### config.mk
export PLATFORM = sky130hd
export DESIGN_NAME = mem_access_stage
export DESIGN_NICKNAME = d
export VERILOG_FILES = /design/src/rtl/mem_access_stage.sv
export SDC_FILE = /design/constraint.sdc
export NUM_CORES = 1
export LEC_CHECK = 0
export ABC_AREA = 1
export CORE_MARGIN = 10
export CORE_UTILIZATION = 39
export CTS_CLUSTER_DIAMETER = 40
export DETAILED_ROUTE_END_ITERATION = 16
export GPL_ROUTABILITY_DRIVEN = 0
export GPL_TIMING_DRIVEN = 0
export PLACE_DENSITY = 0.77
export SKIP_CTS_REPAIR_TIMING = 1
export SLEW_MARGIN = 20
export SYNTH_ARGS = -nofsm -noshare
export SYNTH_HDL_FRONTEND = slang
export SYNTH_SLANG_ARGS = --single-unit
### constraint.sdc
create_clock -name clk -period 4.2 [get_ports clk]
set_input_delay 0.63 -clock clk [delete_from_list [all_inputs] [get_ports clk]]
set_output_delay 0.63 -clock clk [all_outputs]
set_load 0.05 [all_outputs]
### src/rtl/mem_access_stage.sv
// Memory-access stage: drives the data memory from the EX/MEM bundle and registers the MEM/WB bundle.
// Latency 1 for ALU ops and stores, READ_LAT+1 for loads; stall_out holds upstream while a load is in flight.
module mem_access_stage #(
    parameter int ARQ              = 16,
    parameter int MEMORY_ADDR_SIZE = 13,
    parameter int READ_LAT         = 2
) (
    input  logic                        clk,
    input  logic                        rst,
    input  logic                        valid_in,
    input  logic                        flush,
    input  logic                        mem_rd_in,
    input  logic                        mem_wr_in,
    input  logic                        wb_mux_contrl_in,
    input  logic                        wb_enable_in,
    input  logic                        pc_en_in,
    input  logic [3:0]                  rd_in,
    input  logic [ARQ-1:0]              alu_result,
    input  logic [ARQ-1:0]              store_data,
    output logic [MEMORY_ADDR_SIZE-1:0] mem_addr,
    output logic                        mem_rd_en,
    output logic                        mem_wr_en,
    output logic [ARQ-1:0]              mem_wdata,
    input  logic [ARQ-1:0]              mem_rdata,
    output logic                        stall_out,
    output logic                        addr_err,
    output logic                        valid_wb,
    output logic                        wb_mux_contrl,
    output logic                        wb_enable_wb,
    output logic                        pc_en_wb,
    output logic [3:0]                  rd_wb,
    output logic [ARQ-1:0]              alu_result_wb,
    output logic [ARQ-1:0]              mem_result_wb
);

    typedef enum logic {IDLE = 1'b0, RD_WAIT = 1'b1} state_t;

    localparam logic [2:0] LAT = 3'(READ_LAT);

    state_t         r_state;
    state_t         w_next;
    logic [2:0]     r_cnt;

    logic           r_h_mux;
    logic           r_h_wben;
    logic           r_h_pcen;
    logic [3:0]     r_h_rd;
    logic [ARQ-1:0] r_h_alu;

    logic           r_valid_wb;
    logic           r_wb_mux;
    logic           r_wb_en;
    logic           r_pc_en;
    logic [3:0]     r_rd_wb;
    logic [ARQ-1:0] r_alu_wb;
    logic [ARQ-1:0] r_mem_wb;

    logic w_accept;
    logic w_illegal;
    logic w_load;
    logic w_store;
    logic w_done;

    // Combinational strobes are gated by rst so every output reads 0 while reset is asserted.
    assign w_accept  = ~rst & (r_state == IDLE) & valid_in & ~flush;
    assign w_illegal = ((mem_rd_in | mem_wr_in) & (|alu_result[ARQ-1:MEMORY_ADDR_SIZE]))
                     | (mem_rd_in & mem_wr_in);
    assign w_load    = w_accept & mem_rd_in & ~w_illegal;
    assign w_store   = w_accept & mem_wr_in & ~w_illegal;
    assign w_done    = (r_state == RD_WAIT) & ~flush & (r_cnt == LAT);

    always_ff @(posedge clk or posedge rst) begin
        if (rst) begin
            r_state <= IDLE;
        end else begin
            r_state <= w_next;
        end
    end

    always_comb begin
        w_next = r_state;
        case (r_state)
            IDLE:    if (w_load) w_next = RD_WAIT;
            RD_WAIT: if (flush || (r_cnt == LAT)) w_next = IDLE;
            default: w_next = IDLE;
        endcase
    end

    always_comb begin
        mem_rd_en = w_load;
        mem_wr_en = w_store;
        addr_err  = w_accept & w_illegal;
        stall_out = (r_state == RD_WAIT);
        mem_wdata = rst ? '0 : store_data;
        if (rst) begin
            mem_addr = '0;
        end else if (r_state == RD_WAIT) begin
            mem_addr = r_h_alu[MEMORY_ADDR_SIZE-1:0];
        end else begin
            mem_addr = alu_result[MEMORY_ADDR_SIZE-1:0];
        end
    end

    always_ff @(posedge clk or posedge rst) begin
        if (rst) begin
            r_cnt      <= '0;
            r_h_mux    <= 1'b0;
            r_h_wben   <= 1'b0;
            r_h_pcen   <= 1'b0;
            r_h_rd     <= '0;
            r_h_alu    <= '0;
            r_valid_wb <= 1'b0;
            r_wb_mux   <= 1'b0;
            r_wb_en    <= 1'b0;
            r_pc_en    <= 1'b0;
            r_rd_wb    <= '0;
            r_alu_wb   <= '0;
            r_mem_wb   <= '0;
        end else begin
            r_valid_wb <= 1'b0;
            if (w_load) begin
                r_cnt <= 3'd1;
            end else if (r_state == RD_WAIT) begin
                r_cnt <= r_cnt + 3'd1;
            end
            if (w_accept) begin
                r_h_mux  <= wb_mux_contrl_in;
                r_h_wben <= wb_enable_in;
                r_h_pcen <= pc_en_in;
                r_h_rd   <= rd_in;
                r_h_alu  <= alu_result;
            end
            // Everything except a legal load retires straight into MEM/WB.
            if (w_accept && !w_load) begin
                r_valid_wb <= 1'b1;
                r_wb_mux   <= wb_mux_contrl_in;
                r_wb_en    <= wb_enable_in & ~w_illegal;
                r_pc_en    <= pc_en_in;
                r_rd_wb    <= rd_in;
                r_alu_wb   <= alu_result;
            end
            if (w_done) begin
                r_valid_wb <= 1'b1;
                r_wb_mux   <= r_h_mux;
                r_wb_en    <= r_h_wben;
                r_pc_en    <= r_h_pcen;
                r_rd_wb    <= r_h_rd;
                r_alu_wb   <= r_h_alu;
                r_mem_wb   <= mem_rdata;
            end
        end
    end

    assign valid_wb      = r_valid_wb;
    assign wb_mux_contrl = r_wb_mux;
    assign wb_enable_wb  = r_wb_en;
    assign pc_en_wb      = r_pc_en;
    assign rd_wb         = r_rd_wb;
    assign alu_result_wb = r_alu_wb;
    assign mem_result_wb = r_mem_wb;

endmodule

### Word level (Yosys, flattened, before mapping)

Index checks and enable logic that the tools add are counted.

| operators by class | value |
|---|---|
| add/subtract/negate cells | 1 |
| equality and inequality tests | 1 |
| muxes and demuxes | 20 |
| bitwise logic cells | 19 |
| reduce and logical (&&, ||, !) cells | 6 |

Operator list:

| cell | number |
|---|---|
| 2-to-1 mux 16 bit | 3 |
| 2-to-1 mux 13 bit | 2 |
| AND 1 bit | 13 |
| 2-to-1 mux 1 bit | 10 |
| 2-to-1 mux 4 bit | 2 |
| 2-to-1 mux 3 bit | 2 |
| NOT 1 bit | 4 |
| nonzero test 2 bit | 2 |
| adder 3 x 1 -> 3 bit, second input constant | 1 |
| equality test 3 x 2 -> 1 bit, second input constant | 1 |
| OR reduction 3 bit | 1 |
| bitwise OR 1 bit | 2 |
| one-hot mux 1 bit (2 select lines) | 1 |
| logical AND 1 bit | 1 |
| zero test 1 bit | 1 |
| logical OR 1 bit | 1 |

| storage, ports and cells | value |
|---|---|
| flip-flop bits (word level) | 67 |
| input bits | 61 |
| logic and storage cells | 61 |

### Longest topological paths before layout

Gate-level depths: netlist (run 1).

| logic depth | value |
|---|---|
| depth after elaboration | 10 |
| mapped depth | 10 |
| mapped depth without buffers | 9 |

### Least setup slack after synthesis (run 1)

Ideal clock, no wire load.

| timing path | value |
|---|---|
| kind | input to output |
| start point | in rst |
| end point | out mem_addr[10] |
| data arrival time | 4.156 ns |
| slack | -0.586 ns |
| stages on the path | 5 |
| buffers on the path | 2 |
| path through | buf_4 > inv_1 > clkbuf_1 > o21ai_0 > a21oi_1 |

| on the way | value |
|---|---|
| word-level cells in the longest chain between the ends | 1 |

RTL lines:

| what | RTL line | source |
|---|---|---|
| from (decl) | 9 | `input logic rst,` |
| 2-to-1 mux 13 bit | 95 | `if (rst) begin` |
| to (decl) | 20 | `output logic [MEMORY_ADDR_SIZE-1:0] mem_addr,` |

No other way between the ends.

### Worst setup path after layout (run 1)

| timing path | value |
|---|---|
| start point | in flush |
| end point | out mem_wr_en |

| on the way | value |
|---|---|
| word-level cells in the longest chain between the ends | 4 |

RTL lines:

| what | RTL line | source |
|---|---|---|
| from (decl) | 11 | `input logic flush,` |
| NOT 1 bit | 65 | `assign w_accept = ~rst & (r_state == IDLE) & valid_in & ~flush;` |
| AND 1 bit | 65 |  |
| AND 1 bit (2 in a row) | 69 | `assign w_store = w_accept & mem_wr_in & ~w_illegal;` |
| to (decl) | 22 | `output logic mem_wr_en,` |

No other way between the ends.

==> impl_metrics.yaml, run 1 <==
layout:
  final_cells: 676
  diodes: 0
  nFillCells: 707
  drive_gt1_share_pct: 7.18
  syn_to_final_growth_pct: 53.6
  final_util_pct: 61.1
  nets: 629
power_and_ir_drop:
  p_per_area_mw_per_mm2: 402
  p_leak_nw: 2.43
  total_power_w: 0.00200
  ir_worst_vdd_uv: 185
setup_path:
  worstPathArrival_ns: 2.63
  endpoint_kind: "output pin"
  crit_path_start_kind: "input port"
  critPathMaxFanout: 10
  crit_type: "in -> out"
  critPathRequiredTime_ns: 3.57
routing:
  dr_wl_met3_um: 852
  ant_nets: 0
  routed-wl-met2_um: 4770
  wl_um: 10100
  met1Wirelength_um: 4200
  viasPerCell: 4.81
  wl_per_cell_um: 14.9
  drt_iter0_drc: 187
  drc: 0
  dr.pass1.iters: 5
  highest_layer: "met4"
  vias: 3251
yosys:
  syn_area_per_cell_um2: 7.66
  synth_area_mm2: 0.00323
  synth_cell_types: 24
  synthesis.instances: 422
  ys_ff_latch: 67
  syn-num-nets: 485
  ys_seq_area_share_pct: 51.8
  ys_warn_count: 0
floorplan:
  design.portCount: 134
  std_cell_rows: 33
  start_util_pct: 39.8
  fp.dieW_um: 111
  coreArea_mm2: 0.00813
  die_area_mm2: 0.0123
  die_y_um: 111
place:
  io_buffer_count: 132
  hpwl_um: 7790
  placed_cells: 660
  place_ws_ns: 0.925
grt:
  grt_pass1_wl_um: 16800
  grt_pass1_vias: 3336
  antenna_found_initial: 0
  grtUsageTotal_pct: 16.2
  grt_max_degree: 46
  gr-total-overflow: 0
sta:
  finalSetupViolCount: 0
  slew_headroom_pct: 64.1
  rsz0062_at_grt: "false"
  clock_skew_ns: 0.00994
  fin_crit_sh_pct: 77.7
  slew_viol_final: 0
  setup_slack_ns: 0.936
  setup_tns_ns: 0
  fin_crit_ns: 3.26
  fmax_mhz: 306
  hold_viol: 0
  worst_pin_slew_ns: 0.537
flow_run:
  maxCapViolCount: 0
clock_network:
  cts.sinks: 67
  cts_tree: "built"
  cts_root_buffer: "clkbuf_8"
  htree_levels: 3
  clk_pin_slew_worst_paths_ns: 0.08
  clockBufferDepth: 2
  clk_latency_ns: 0.34
  cts_made_buffers: 9
worst_hold_path:
  hold_class: "reg -> reg"
status:
  status: "completed"
==> cell usage in the layout, fill, tap and decap left out <==
cell type,instances
a21oi_1,15
buf_1,1
buf_16,1
buf_2,10
buf_4,2
buf_6,1
bufinv_16,3
clkbuf_1,9
clkbuf_4,1
clkbuf_8,10
clkdlybuf4s50_1,132
clkinv_2,2
clkinv_4,2
dfrtp_1,67
ha_1,2
inv_1,47
inv_2,1
nand2_1,153
nand2_4,1
nand3_1,26
nand3_2,1
nand3_4,1
nor2_1,19
nor2_2,2
nor3_1,1
nor3_2,1
o21ai_0,48
o21ai_1,10
o21ai_4,1
or2_2,1
==> cells in the mapped netlist (all sizes together) <==
master  number  area [um^2]
ha           2         25.0
nand3       28          158
clkbuf      10         37.5
nor3         2         15.0
or2          1         6.26
o21ai       59          307
clkinv       1         5.00
inv         48          180
buf         14         80.1
a21oi       15         75.1
dfrtp       67         1680
nor2        21         83.8
nand2      154          586
==> power by group <==
| part | switching (W) | leakage [nW] | internal (W) |
|---|---|---|---|
| Sequential | 0.0000436 | 0.857 | 0.000732 |
| Combinational | 0.000354 | 1.44 | 0.000205 |
| Clock | 0.000254 | 0.126 | 0.000412 |
==> state kept, by name, indices dropped and copies added, names as in the netlist <==
register and flops:
r_h_pcen 1, pc_en_wb 1, alu_result_wb 16, r_h_rd 4, wb_enable_wb 1, valid_wb 1, r_h_mux 1, wb_mux_contrl 1
stall_out 1, mem_result_wb 16, r_h_wben 1, r_h_alu 16, rd_wb 4, r_cnt 3
==> stage by stage <==
step | hold slack (ns) | cell area [um^2]
2_1_floorplan | 0.453 | 3240
3_3_place_gp | 0.454 | 4690
3_5_place_dp | 0.459 | 4720
4_1_cts | 0.479 | 4970
5_1_grt | 0.501 | 4970
6_report | 0.472 | 4970
==> path summary, 6_finish.rpt <==
path	start	end	slack [ns]	cells after the start
hold / removal	mem_result_wb[15]$_DFFE_PP0P_	mem_result_wb[15]$_DFFE_PP0P_	0.47	2
min in group asynchronous	rst	mem_result_wb[4]$_DFFE_PP0P_	0.57	3
setup / recovery	flush	mem_wr_en	0.94	6
hold reg to reg	mem_result_wb[15]$_DFFE_PP0P_	mem_result_wb[15]$_DFFE_PP0P_	0.47	2
max in group asynchronous	rst	rd_wb[0]$_DFFE_PP0P_	3.06	4
setup reg to reg	r_cnt[0]$_DFFE_PP0P_	alu_result_wb[1]$_DFFE_PP0P_	2.44	9
==> layer usage <==
| metal | global-route usage (%) | up-vias |
|---|---|---|
| li1 | - | 1601 |
| met1 | 19.6 | 1509 |
| met2 | 25.3 | 123 |
| met3 | 5.36 | 18 |
| met4 | 7.54 | 0 |
| met5 | 0 | - |
==> cell families (layout without fill, tap and decap cells) <==
group                      count (synthesis)  in the layout  share of synthesized area, %
and+or+nand+nor                          206            206                          26.2
AOI/OAI and AO/OA                         74             74                          11.8
buffers and inverters                     73            222                          9.36
DFF                                       67             67                          51.8
adders and majority gates                  2              2                         0.774
==> worst max-delay path, stage by stage <==
cell and delay [ns]:
clkdlybuf4s50_1 0.40, inv_1 0.14, nand3_4 0.16, clkbuf_1 0.23
nor3_1 0.20, clkdlybuf4s50_1 0.86
==> cell type report <==
type / count / area [um^2] / area share, %
buffer: 24 / 121 / 2.44
clock buffer: 10 / 138 / 2.77
clock inverter: 6 / 113 / 2.27
inverter: 49 / 185 / 3.73
multi-input combinational: 282 / 1250 / 25.3
sequential: 67 / 1680 / 33.7
tap: 105 / 131 / 2.64
timing repair buffer: 133 / 1350 / 27.1
Note: power is estimated with default switching activity, not from simulation.
==> run 2, diff against run 1 <==
--- a/config.mk
+++ b/config.mk
@@ -7,12 +7,12 @@
 export LEC_CHECK = 0
 export ABC_AREA = 1
 export CORE_MARGIN = 10
-export CORE_UTILIZATION = 39
+export CORE_UTILIZATION = 43
 export CTS_CLUSTER_DIAMETER = 40
 export DETAILED_ROUTE_END_ITERATION = 16
 export GPL_ROUTABILITY_DRIVEN = 0
 export GPL_TIMING_DRIVEN = 0
-export PLACE_DENSITY = 0.77
+export PLACE_DENSITY = 0.8
 export SKIP_CTS_REPAIR_TIMING = 1
 export SLEW_MARGIN = 20
 export SYNTH_ARGS = -nofsm -noshare
==> constraint.sdc (replaced) <==
create_clock -name clk -period 3.04 [get_ports clk]
set_input_delay 0.456 -clock clk [delete_from_list [all_inputs] [get_ports clk]]
set_output_delay 0.456 -clock clk [all_outputs]
set_load 0.05 [all_outputs]
==> run 2 against run 1 <==
Net effect: wire length up 0.48%; clock power up 26%; clock skew down 0.0030 ns; utilization up 6.4 points; global-route usage up 1.7 points; sequential share of layout area up 0.32 points; critical path depth unchanged; power up 34%; setup slack worse by 0.84 ns; via count up 2.0%; die area down 7.7%; register-to-register slack worse by 1.1 ns; largest cell class unchanged.
==> impl_metrics.yaml, run 2 (synthesis results as in run 1) <==
clock_network:
  clk_latency_ns: 0.35
  cts_root_buffer: "clkbuf_8"
  cts.sinks: 67
  clockBufferDepth: 2
  clk_pin_slew_worst_paths_ns: 0.07
  cts_tree: "built"
  htree_levels: 3
  cts_made_buffers: 9
floorplan:
  die_area_mm2: 0.0114
  die_y_um: 107
  start_util_pct: 44.4
  coreArea_mm2: 0.00729
  design.portCount: 134
  fp.dieW_um: 107
  std_cell_rows: 31
setup_path:
  crit_family: "buffers and inverters"
  reg2reg_depth: 9
  endpoint_kind: "output pin"
  crit_type: "in -> out"
  reg2reg_from: "r_cnt[0]$_DFFE_PP0P_"
  crit_slowest_cell: "clkdlybuf4s50_1"
  critPathMaxFanout: 10
  reg2reg_to: "alu_result_wb[2]$_DFFE_PP0P_"
  crit_top_cell: "clkdlybuf4s50_1"
  cp_num_buf_inv: 4
  cpPeakStageDelay_ns: 0.84
  r2r_setup_slack_ns: 1.31
  crit_path_start_kind: "input port"
  worstPathArrival_ns: 2.49
  critPathRequiredTime_ns: 2.58
  crit_chain: "clkdlybuf4s50_1 > inv_1 > nand3_4 > clkbuf_1 > nor3_1 > clkdlybuf4s50_1"
routing:
  drt_iter0_drc: 260
  wl_per_cell_um: 15.2
  ant_nets: 0
  vias: 3316
  drc: 0
  viasPerCell: 4.96
  wl_um: 10200
  dr.pass1.iters: 5
sta:
  setup_slack_ns: 0.0972
  slew_viol_final: 0
  hold_viol: 0
  worst_pin_slew_ns: 0.544
  finalSetupViolCount: 0
  fmax_mhz: 340
  fin_crit_sh_pct: 96.8
  clock_skew_ns: 0.00692
  holdWs_ns: 0.378
  rsz0062_at_grt: "false"
  slew_headroom_pct: 63.6
  fin_crit_ns: 2.94
worst_hold_path:
  hold_class: "in -> async"
layout:
  drive_gt1_share_pct: 7.02
  final_cells: 669
  final_common_cell: "nand2_1"
  mostFrequentLayoutCells: "nand2_1 (153), clkdlybuf4s50_1 (132), dfrtp_1 (67)"
  syn_to_final_growth_pct: 52.2
  nets: 628
  diodes: 0
place:
  placed_cells: 653
  hpwl_um: 7720
  place_ws_ns: -0.312
  io_buffer_count: 132
grt:
  gr-total-overflow: 0
  grtUsageTotal_pct: 17.8
  grt_max_degree: 77
  grt_pass1_vias: 3299
  antenna_found_initial: 0
  grt_pass1_wl_um: 16500
status:
  status: "completed"
power_and_ir_drop:
  p_per_area_mw_per_mm2: 545
  p_leak_nw: 2.40
  ir_worst_vdd_uv: 274
flow_run:
  maxCapViolCount: 0
-- run 2: cell count changes in the layout (fill, tap and decap cells not counted) --
cell | before | now
buf_12 | 0 | 1
buf_16 | 1 | 0
clkinv_4 | 2 | 1
clkinvlp_4 | 0 | 2
clkbuf_4 | 1 | 0
bufinv_16 | 3 | 2
-- run 2: cell type report --
cell class / count / area [um^2]
fillers: 614 / 2370
flip-flops and latches: 67 / 1680
repair buffers: 132 / 1320
multi-input cells: 282 / 1250
inverters: 49 / 185
clock buffers: 10 / 138
plain buffers: 24 / 134
well taps: 99 / 124
clock inverters: 6 / 88.8
-- run 2: where the power goes --
part | switching [W] | internal (W)
Sequential | 0.0000606 | 0.00101
Clock | 0.000355 | 0.000484
Combinational | 0.000489 | 0.000281
Total | 0.000906 | 0.00178
-- run 2: worst max-delay path by stage --
| stage | endpoint | slack, ns | start | depth (start not counted) |
|---|---|---|---|---|
| 2_1_floorplan | mem_addr[10] | 0.26 | rst | 5 |
| 3_3_place_gp | mem_addr[3] | -0.25 | rst | 6 |
| 3_5_place_dp | mem_addr[4] | -0.31 | rst | 6 |
| 4_1_cts | mem_addr[4] | -0.32 | rst | 6 |
| 5_1_grt | mem_wr_en | 0.03 | flush | 6 |
| 6_report | mem_wr_en | 0.1 | flush | 6 |
-- run 2: per-layer routing --
| metal | track usage (%) | up-vias | wire (um) |
|---|---|---|---|
| li1 | - | 1597 | - |
| met2 | 29.8 | 142 | 5040 |
| met5 | 0 | - | 0 |
| met1 | 20.0 | 1558 | 3900 |
| met3 | 6.89 | 19 | 986 |
| met4 | 7.06 | 0 | 229 |
-- run 2: worst min-delay path, stage by stage --
cell    delay [ns]
buf_4         0.14
inv_1         0.17
buf_12        0.35
-- run 2: through the flow --
| step | setup TNS, ns | util (%) | power (W) | cell area (um^2) |
|---|---|---|---|---|
| 2_1_floorplan | 0 | - | 0.00155 | 3240 |
| 3_3_place_gp | -1.97 | 64.2 | 0.00184 | 4680 |
| 3_5_place_dp | -2.23 | 64.2 | 0.00186 | 4680 |
| 4_1_cts | -2.27 | 67.3 | 0.00269 | 4910 |
| 5_1_grt | 0 | 67.5 | 0.00280 | 4920 |
| 6_report | 0 | 67.5 | 0.00268 | 4920 |
